$ cat config.mk
export PLATFORM = sky130hd
export DESIGN_NAME = arr_mul_seq_ctrl
export DESIGN_NICKNAME = d
export VERILOG_FILES = /design/src/rtl/arr_mul_seq_ctrl.sv
export SDC_FILE = /design/constraint.sdc
export NUM_CORES = 1
export LEC_CHECK = 0
export ABC_CLOCK_PERIOD_IN_PS = 5300
export CAP_MARGIN = 10
export CORE_MARGIN = 1
export CORE_UTILIZATION = 55
export CTS_CLUSTER_DIAMETER = 80
export CTS_CLUSTER_SIZE = 8
export DETAILED_ROUTE_END_ITERATION = 7
export HOLD_SLACK_MARGIN = 0.08
export PLACE_DENSITY = 0.85
export SLEW_MARGIN = 20
export SYNTH_ARGS = -nofsm -noshare
export SYNTH_HDL_FRONTEND = slang
export SYNTH_SLANG_ARGS = --single-unit
$ cat constraint.sdc
create_clock -name clk -period 5.3 [get_ports clk]
set_input_delay 0.795 -clock clk [delete_from_list [all_inputs] [get_ports clk]]
set_output_delay 0.795 -clock clk [all_outputs]
set_load 0.005 [all_outputs]
$ cat src/rtl/arr_mul_seq_ctrl.sv
// arr_mul_seq_ctrl
//   Multi-cycle unsigned multiplier. It reuses one 4x4 array multiplier and
//   computes one nibble partial product per cycle. Each partial product is
//   shifted into place and added to a 2*OP_W-bit accumulator. Valid/ready
//   handshakes are used on both the operand and result sides.
//
//   Ports
//     clk        clock, rising edge
//     rst_n      asynchronous active-low reset
//     in_valid   operands valid        in_ready   block can accept operands
//     in_a       multiplicand          in_b       multiplier
//     abort      synchronous flush, active-high
//     busy       state is CALC or DONE
//     out_valid  out_p holds a product out_ready  consumer accepts product
//     out_p      registered product, 2*OP_W bits
//
//   state | meaning
//   IDLE  | waiting for operands, in_ready high
//   CALC  | one nibble partial product accumulated per edge
//   DONE  | product presented, held until out_ready

module array_multiplier_4bit (
  input  logic [3:0] a,
  input  logic [3:0] b,
  output logic [7:0] p
);
  // Sum of the four AND-gated rows of the array. Each row is shifted by its
  // bit position in b.
  always_comb begin
    p = '0;
    for (int k = 0; k < 4; k++) begin
      p = p + ({4'b0000, a & {4{b[k]}}} << k);
    end
  end
endmodule

module arr_mul_seq_ctrl #(
  parameter int OP_W = 8
) (
  input  logic              clk,
  input  logic              rst_n,
  input  logic              in_valid,
  output logic              in_ready,
  input  logic [OP_W-1:0]   in_a,
  input  logic [OP_W-1:0]   in_b,
  input  logic              abort,
  output logic              busy,
  output logic              out_valid,
  input  logic              out_ready,
  output logic [2*OP_W-1:0] out_p
);
  localparam int NW = OP_W / 4;
  localparam int CW = (NW > 1) ? $clog2(NW) : 1;
  localparam int PW = 2 * OP_W;

  localparam logic [1:0] ST_IDLE = 2'd0;
  localparam logic [1:0] ST_CALC = 2'd1;
  localparam logic [1:0] ST_DONE = 2'd2;

  localparam logic [CW-1:0] NIB_LAST = CW'(NW - 1);

  logic [1:0]      state;
  logic [OP_W-1:0] a_q;
  logic [OP_W-1:0] b_q;
  logic [PW-1:0]   acc;
  logic [CW-1:0]   i_cnt;
  logic [CW-1:0]   j_cnt;

  logic [3:0]      nib_a;
  logic [3:0]      nib_b;
  logic [7:0]      nib_p;
  logic [CW:0]     nib_pos;
  logic [PW-1:0]   pp_shifted;
  logic [PW-1:0]   acc_next;
  logic            last_step;

  assign nib_a = a_q[{i_cnt, 2'b00} +: 4];
  assign nib_b = b_q[{j_cnt, 2'b00} +: 4];

  array_multiplier_4bit u_mul (
    .a (nib_a),
    .b (nib_b),
    .p (nib_p)
  );

  // The weight of A[i]*B[j] is 2^(4*(i+j)). The shift amount is the nibble
  // position sum with two zero bits appended.
  assign nib_pos    = {1'b0, i_cnt} + {1'b0, j_cnt};
  assign pp_shifted = PW'(nib_p) << {nib_pos, 2'b00};
  assign acc_next   = acc + pp_shifted;
  assign last_step  = (i_cnt == NIB_LAST) && (j_cnt == NIB_LAST);

  assign in_ready = (state == ST_IDLE);
  assign busy     = (state != ST_IDLE);

  always_ff @(posedge clk or negedge rst_n) begin
    if (!rst_n) begin
      state     <= ST_IDLE;
      a_q       <= '0;
      b_q       <= '0;
      acc       <= '0;
      i_cnt     <= '0;
      j_cnt     <= '0;
      out_valid <= 1'b0;
      out_p     <= '0;
    end else begin
      case (state)
        ST_IDLE: begin
          // abort has priority over in_valid: no operands are taken while it is high.
          if (!abort && in_valid) begin
            a_q   <= in_a;
            b_q   <= in_b;
            acc   <= '0;
            i_cnt <= '0;
            j_cnt <= '0;
            state <= ST_CALC;
          end
        end
        ST_CALC: begin
          if (abort) begin
            state     <= ST_IDLE;
            out_valid <= 1'b0;
          end else begin
            acc <= acc_next;
            if (last_step) begin
              out_p     <= acc_next;
              out_valid <= 1'b1;
              state     <= ST_DONE;
            end else if (i_cnt == NIB_LAST) begin
              i_cnt <= '0;
              j_cnt <= j_cnt + 1'b1;
            end else begin
              i_cnt <= i_cnt + 1'b1;
            end
          end
        end
        ST_DONE: begin
          // out_p keeps its value after the handshake. Only out_valid drops.
          if (abort || out_ready) begin
            out_valid <= 1'b0;
            state     <= ST_IDLE;
          end
        end
        default: begin
          out_valid <= 1'b0;
          state     <= ST_IDLE;
        end
      endcase
    end
  end
endmodule

==> reports/results.md, run 1 <==
| Metric | Reported | Unit |
| --- | --- | --- |
| Grt met1 use | 33.1 | % |
| Detailed Route WL | 6890 | um |
| Element type at the critical path end | flop | - |
| Count of flip-flops with a built-in enable after synthesis | 0 | - |
| Number of nets in the layout | 413 | - |
| First-pass DRT Iterations | 4 | - |
| Syn_area_per_cell | 10.4 | sq um |
| Max-cap viol count | 0 | - |
| Growth of design area from synthesis to finish | 16.5 | % |
| Count of state elements after synthesis | 53 | - |
| Number of DRC markers after the initial detailed-route iteration | 119 | - |
| Worst max-slew margin expressed relative to the limit | 46.9 | % |
| Post-CTS setup buffers | 0 | - |
| Number of H-tree branching levels | 2 | - |
| Busiest grt layer | met2 | - |
| Worst path arrival time | 5220 | ps |
| Die boundary height | 79.8 | um |
| Fraction of final layout cells sized beyond drive strength 1 | 13.6 | % |
| Xor and xnor fraction of the mapped netlist area | 4.47 | % |
| Startpoint class of the critical path | flop | - |
| Fmax | 199 | MHz |
| Clock Sink Count | 53 | - |
| Final setup viols | 0 | - |
| Maximum buffer depth of the clock tree | 2 | - |
| Final HPWL from detailed placement | 5130 | um |
| Routed length per placed instance | 15.9 | um |
| Starting density of the core | 58.7 | % |
| Worst-path clk slew | 90 | ps |
| Standard-cell rows | 27 | - |
| Synth Flop Type | dfrtp_1 | - |
| Die Width | 79.8 | um |
| Mux share of post-synthesis cell area | 12.4 | % |
| Number of synthesis warnings | 0 | - |
| First-pass GRT wire length | 11600 | um |
| Number of hold-repair buffers added at the cts stage | 0 | - |
| Count of input and output buffers | 39 | - |
| Setup_tns | 0 | ps |
| # placed instances | 425 | - |
| Remaining antenna violation count after routing | 0 | - |
| Boundary Pins | 40 | - |
| Maximum number of pins on one net before global-route repair | 54 | - |
| Std-Cell Core Area | 0.00568 | sq mm |
| Adder and majority cell fraction of the synthesized area | 13.4 | % |
| DR vias/cell | 5.92 | - |
| Minimum clock period after layout | 5020 | ps |
| Type of the worst setup path | reg2reg | - |
| Worst Max-Slew Pin Slew | 795 | ps |
| Setup slack after placement | 232 | ps |
| Final period utilization | 94.8 | % |
| Number of filler instances in the final layout | 446 | - |
| Simple-gate area share of the yosys netlist | 12.0 | % |
| Proportion of synthesized chip area in sequential cells | 39.8 | % |
| Largest family of logic cells by synthesized area | compound AO/OA/AOI/OAI gates | - |
| Clk Latency, worst-skew pair | 310 | ps |
| Number of CTS-inserted buffers | 5 | - |
| Path type of the worst min-delay path | reg2reg | - |
| Vias in the first global route | 2515 | - |
| Number of inserted diodes | 0 | - |
| Root buffer cell | clkbuf_8 | - |
| Met2 track demand over resource in global routing | 37.3 | % |
| Overall global routing resource usage | 23.4 | % |
| GRT overflow | 0 | - |
| Complex-gate fraction of the synthesized area | 15.2 | % |
| Synthesized netlist net count | 373 | - |
| Post-detailed-route DRC marker count | 0 | - |
| Full die area | 0.00637 | sq mm |
| Final setup skew | 6.25 | ps |
| Yosys cell types | 46 | - |
| Initial antenna violation count | 0 | - |
| Status | finished clean | - |
| Global routing met3 resource utilization | 4.11 | % |
| Final Non-Filler Cells | 432 | - |
| Vias post-DR | 2559 | - |
| Summed instance area of the synthesized netlist | 0.00333 | sq mm |
| Gate count after technology mapping | 320 | - |
| Number of pins with negative max-slew slack in the final report | 0 | - |
| Async set-or-reset flop fraction in the synthesized netlist | 100 | % |
| Clock tree from TritonCTS | done | - |
| Data required time at the worst endpoint | 5490 | ps |
| Maximum net fanout on the critical path | 8 | - |
| Final RePlAce weighted congestion | 0.914 | - |
| Final hold vios | 0 | - |
| Smallest setup slack after layout | 276 | ps |
| Resize count post-CTS | 0 | - |
-- cell families after synthesis --
group           Yosys count
mux                      38
compound gates           75
fa+ha+maj                32
xor+xnor                 17
buf+inv                  20
flops                    53
simple gates             85
-- through the flow --
stage	cell area (sq um)	util (%)	hold WS [ps]
2_1_floorplan	3330	-	452
3_3_place_gp	3780	66.6	460
3_5_place_dp	3780	66.6	466
4_1_cts	3870	68.2	487
5_1_grt	3880	68.3	521
6_report	3880	68.3	481
-- path summary, 6_finish.rpt --
check                          start        end  slack (ps)  cells past startpoint
min reg2reg                out_p[12]  out_p[12]         480                      2
max reg2reg                    i_cnt  out_p[14]         280                     17
min in group asynchronous      rst_n  out_p[10]         580                      2
max in group asynchronous      rst_n      i_cnt        4230                      2
max                            i_cnt  out_p[14]         280                     17
min                        out_p[12]  out_p[12]         480                      2
-- cell type report --
cell class	instances	area (sq um)	area share, %
clock buffers	7	86.3	2.23
inverters	10	37.5	0.968
multi-input cells	247	1920	49.5
flip-flops and latches	53	1330	34.3
well taps	72	90.1	2.32
repair buffers	43	415	10.7
-- worst max-delay path, stage by stage, from the launching register on --
cell,delay (ps)
dfrtp_2,480
mux2i_1,370
nor2_1,150
fa_1,540
fa_1,510
ha_1,240
fa_1,400
a21o_1,210
a21oi_1,180
xnor2_1,80
a22o_1,220
ha_1,360
a21oi_1,320
o21bai_1,100
a21o_1,180
o32ai_1,260
xor2_1,210
o21ai_0,110
-- cells in the mapped netlist (all sizes together), types with 2 or more instances --
master / n / area [sq um]
nand4: 3 / 18.8
nand3: 4 / 20.0
o31ai: 2 / 15.0
a21oi: 17 / 85.1
or2: 4 / 25.0
a22o: 14 / 124
dfrtp: 53 / 1330
nor3b: 4 / 41.3
nor2b: 4 / 25.0
xor2: 7 / 61.3
inv: 9 / 33.8
o21a: 6 / 45.0
mux2: 27 / 304
nand2: 29 / 109
mux2i: 11 / 110
xnor2: 10 / 87.6
clkbuf: 5 / 18.8
fa: 6 / 120
and2: 2 / 12.5
o21bai: 3 / 22.5
ha: 26 / 325
a21o: 7 / 52.6
a31oi: 3 / 18.8
nor2: 31 / 119
o21ai: 15 / 78.8
buf: 5 / 33.8
-- state kept, by name, summed over array words and instances, names as in the netlist --
register,flops
a_q,8
b_q,8
state,2
j_cnt,1
i_cnt,1
acc,16
out_p,16
out_valid,1
-- routing by layer --
layer,wire length [um],share of wire [%],vias to the layer above
met5,0,0,-
met3,363,5.3,9
met2,3190,46,70
met4,90,1.3,0
li1,-,-,1226
met1,3240,47,1254
-- layout by cell type, fill, tap and decap left out, drive strengths merged, types with 2 or more instances in the layout --
cell type      count
nor3b              4
a22o              14
xor2               7
ha                26
xnor2             10
buf                5
or2                4
dfrtp             53
nand4              3
nor2              31
inv                9
clkbuf             7
fa                 6
mux2i             11
o21bai             3
and2               2
o31ai              2
nand2             29
a21oi             17
o21ai             15
a31oi              3
nand3              4
o21a               6
clkdlybuf4s50     38
nor2b              4
a21o               7
mux2              27
Power of run 1 is not shown: default switching activity piles up to over one toggle a cycle in this logic, so the estimate is an artifact.
==> run 2: changes to the inputs <==
CAP_MARGIN = 20   (was 10)
GPL_ROUTABILITY_DRIVEN = 0   (was unset)
==> run 2 against run 1 <==
Global-route usage grew 0.24 points. First-iteration DRC count up 5.0%. Final area is 0.16% lower. Maximum frequency grew 0.33%. Non-clock buffer count decreased by 1. Wire length rose by 0.93%. Sequential cell count unchanged. Sequential share of layout area increased by 0.055 points. Cell count is the same. Critical endpoint unchanged. Highest routed layer unchanged.
==> reports/results.md, run 2 (synthesis results as in run 1) <==
| Metric | Reported | Unit |
| --- | --- | --- |
| Std-Cell Core Area | 0.00568 | sq mm |
| Element type at the critical path end | flop | - |
| Post-detailed-route DRC marker count | 0 | - |
| Power per cell area | 726 | mW/mm^2 |
| Full die area | 0.00637 | sq mm |
| Clock Sink Count | 53 | - |
| Worst-path clk slew | 90 | ps |
| Routed length per placed instance | 16.1 | um |
| Remaining antenna violation count after routing | 0 | - |
| Minimum clock period after layout | 5010 | ps |
| Final setup skew | 9.96 | ps |
| Most common library cell in the layout ignoring fill and taps | dfrtp_1 | - |
| Setup_tns | 0 | ps |
| Clock tree from TritonCTS | done | - |
| Die boundary height | 79.8 | um |
| Initial antenna violation count | 0 | - |
| First-pass GRT wire length | 11600 | um |
| Final Non-Filler Cells | 432 | - |
| Type of the worst setup path | reg2reg | - |
| Number of pins with negative max-slew slack in the final report | 0 | - |
| Switching part of the total | 46.5 | % |
| Psw | 1.31 | mW |
| RSZ-0062 raised after global routing | no | - |
| Number of DRC markers after the initial detailed-route iteration | 125 | - |
| Met2 track demand over resource in global routing | 36.2 | % |
| Starting density of the core | 58.7 | % |
| Overall global routing resource usage | 23.6 | % |
| Register share of total power | 22.4 | % |
| Highest-count cells in the layout ignoring fill and taps | dfrtp_1 (51), clkdlybuf4s50_1 (38), nor2_1 (30) | - |
| Logic gate share of total power | 69.9 | % |
| Worst max-slew margin expressed relative to the limit | 42.4 | % |
| Worst path arrival time | 5160 | ps |
| P_leak | 1.82 | nW |
| Vias in the first global route | 2483 | - |
| Path type of the worst min-delay path | reg2reg | - |
| Detailed Route WL | 6950 | um |
| GRT overflow | 0 | - |
| Number of H-tree branching levels | 2 | - |
| Growth of design area from synthesis to finish | 16.3 | % |
| Maximum net fanout on the critical path | 8 | - |
| Grt met1 use | 34.2 | % |
| Number of inserted diodes | 0 | - |
| Clk Latency, worst-skew pair | 310 | ps |
| # placed instances | 424 | - |
| Max-cap viol count | 0 | - |
| DR vias/cell | 5.85 | - |
| First-pass DRT Iterations | 4 | - |
| Peak supply drop | 0.000417 | V |
| Number of nets in the layout | 412 | - |
| Die Width | 79.8 | um |
| Maximum buffer depth of the clock tree | 2 | - |
| Number of hold-repair buffers added at the cts stage | 0 | - |
| Final hold vios | 0 | - |
| Vias post-DR | 2527 | - |
| Data required time at the worst endpoint | 5460 | ps |
| Number of filler instances in the final layout | 441 | - |
| Leading registers by flop count | acc x16, out_p x16 | - |
| Final setup viols | 0 | - |
| Count of input and output buffers | 39 | - |
| Internal power component | 1.50 | mW |
| Clock Power Share | 7.7 | % |
| Root buffer cell | clkbuf_8 | - |
| Maximum number of pins on one net before global-route repair | 54 | - |
| Busiest grt layer | met2 | - |
| Global routing met3 resource utilization | 4.00 | % |
| Status | finished clean | - |
| Final period utilization | 94.5 | % |
| Worst Max-Slew Pin Slew | 864 | ps |
| Standard-cell rows | 27 | - |
| Startpoint class of the critical path | flop | - |
| Fraction of final layout cells sized beyond drive strength 1 | 13.6 | % |
| Boundary Pins | 40 | - |
| Number of CTS-inserted buffers | 5 | - |
| Final HPWL from detailed placement | 5130 | um |
| Fmax | 200 | MHz |
==> run 2: metal layers <==
metal / up-vias / share of wire [%] / wire length [um]
li1: 1223 / - / -
met1: 1219 / 47 / 3250
met2: 75 / 46 / 3170
met3: 10 / 6.1 / 426
met4: 0 / 1.4 / 99
met5: - / 0 / 0
==> run 2: repair_timing <==
action	4_1_cts	5_1_grt
resized for setup	0	6
endpoints found under the setup margin	0	4
buffers inserted	0	0
==> run 2: per-stage QoR <==
stage	util, %	power, mW	instance area, sq um	hold WS [ps]	setup WS, ps
after floorplan	-	2.09	3330	452	572
after global placement	66.5	2.49	3770	459	431
after detailed placement	66.5	2.54	3770	468	217
after CTS	67.9	2.78	3850	490	197
after global routing	68.2	3.05	3870	512	3.24
final	68.2	2.81	3870	485	293
==> run 2: final cells by class <==
type / instances / area, sq um / share of cell area, %
clock buffers: 8 / 80.1 / 2.07
inverters: 10 / 37.5 / 0.969
multi-input cells: 247 / 1930 / 49.8
flip-flops and latches: 53 / 1330 / 34.3
well taps: 72 / 90.1 / 2.33
repair buffers: 42 / 408 / 10.5
==> run 2: final timing paths <==
path,start,to,slack (ps),cells after the start
min,out_p[13],out_p[13],480,2
max reg2reg,i_cnt,out_p[14],290,18
min in group asynchronous,rst_n,acc[8],580,2
min reg2reg,out_p[13],out_p[13],480,2
max in group asynchronous,rst_n,i_cnt,4230,2
max,i_cnt,out_p[14],290,18
==> run 2: worst max-delay path: stages, from the launching register on <==
cell      delay, ps
dfrtp_2         500
mux2i_2         220
or2_2           330
fa_1            420
inv_1            90
fa_1            420
ha_1            240
fa_1            400
a21o_1          210
a21oi_1         180
xnor2_1          80
a22o_1          210
ha_1            350
a21oi_1         310
o21bai_1        100
a21o_1          180
o32ai_1         260
xor2_1          230
o21ai_0         120
==> run 2: power by group through the flow <==
| stage | Combinational, mW | Clock [mW] | Sequential, mW |
|---|---|---|---|
| detailed placement | 1.91 | 0 | 0.627 |
| floorplan | 1.48 | 0 | 0.602 |
| global route | 2.17 | 0.237 | 0.645 |
| finish | 1.97 | 0.218 | 0.629 |
| global placement | 1.86 | 0 | 0.625 |
| CTS | 1.93 | 0.223 | 0.622 |
Note: power is estimated with default switching activity, not from simulation.
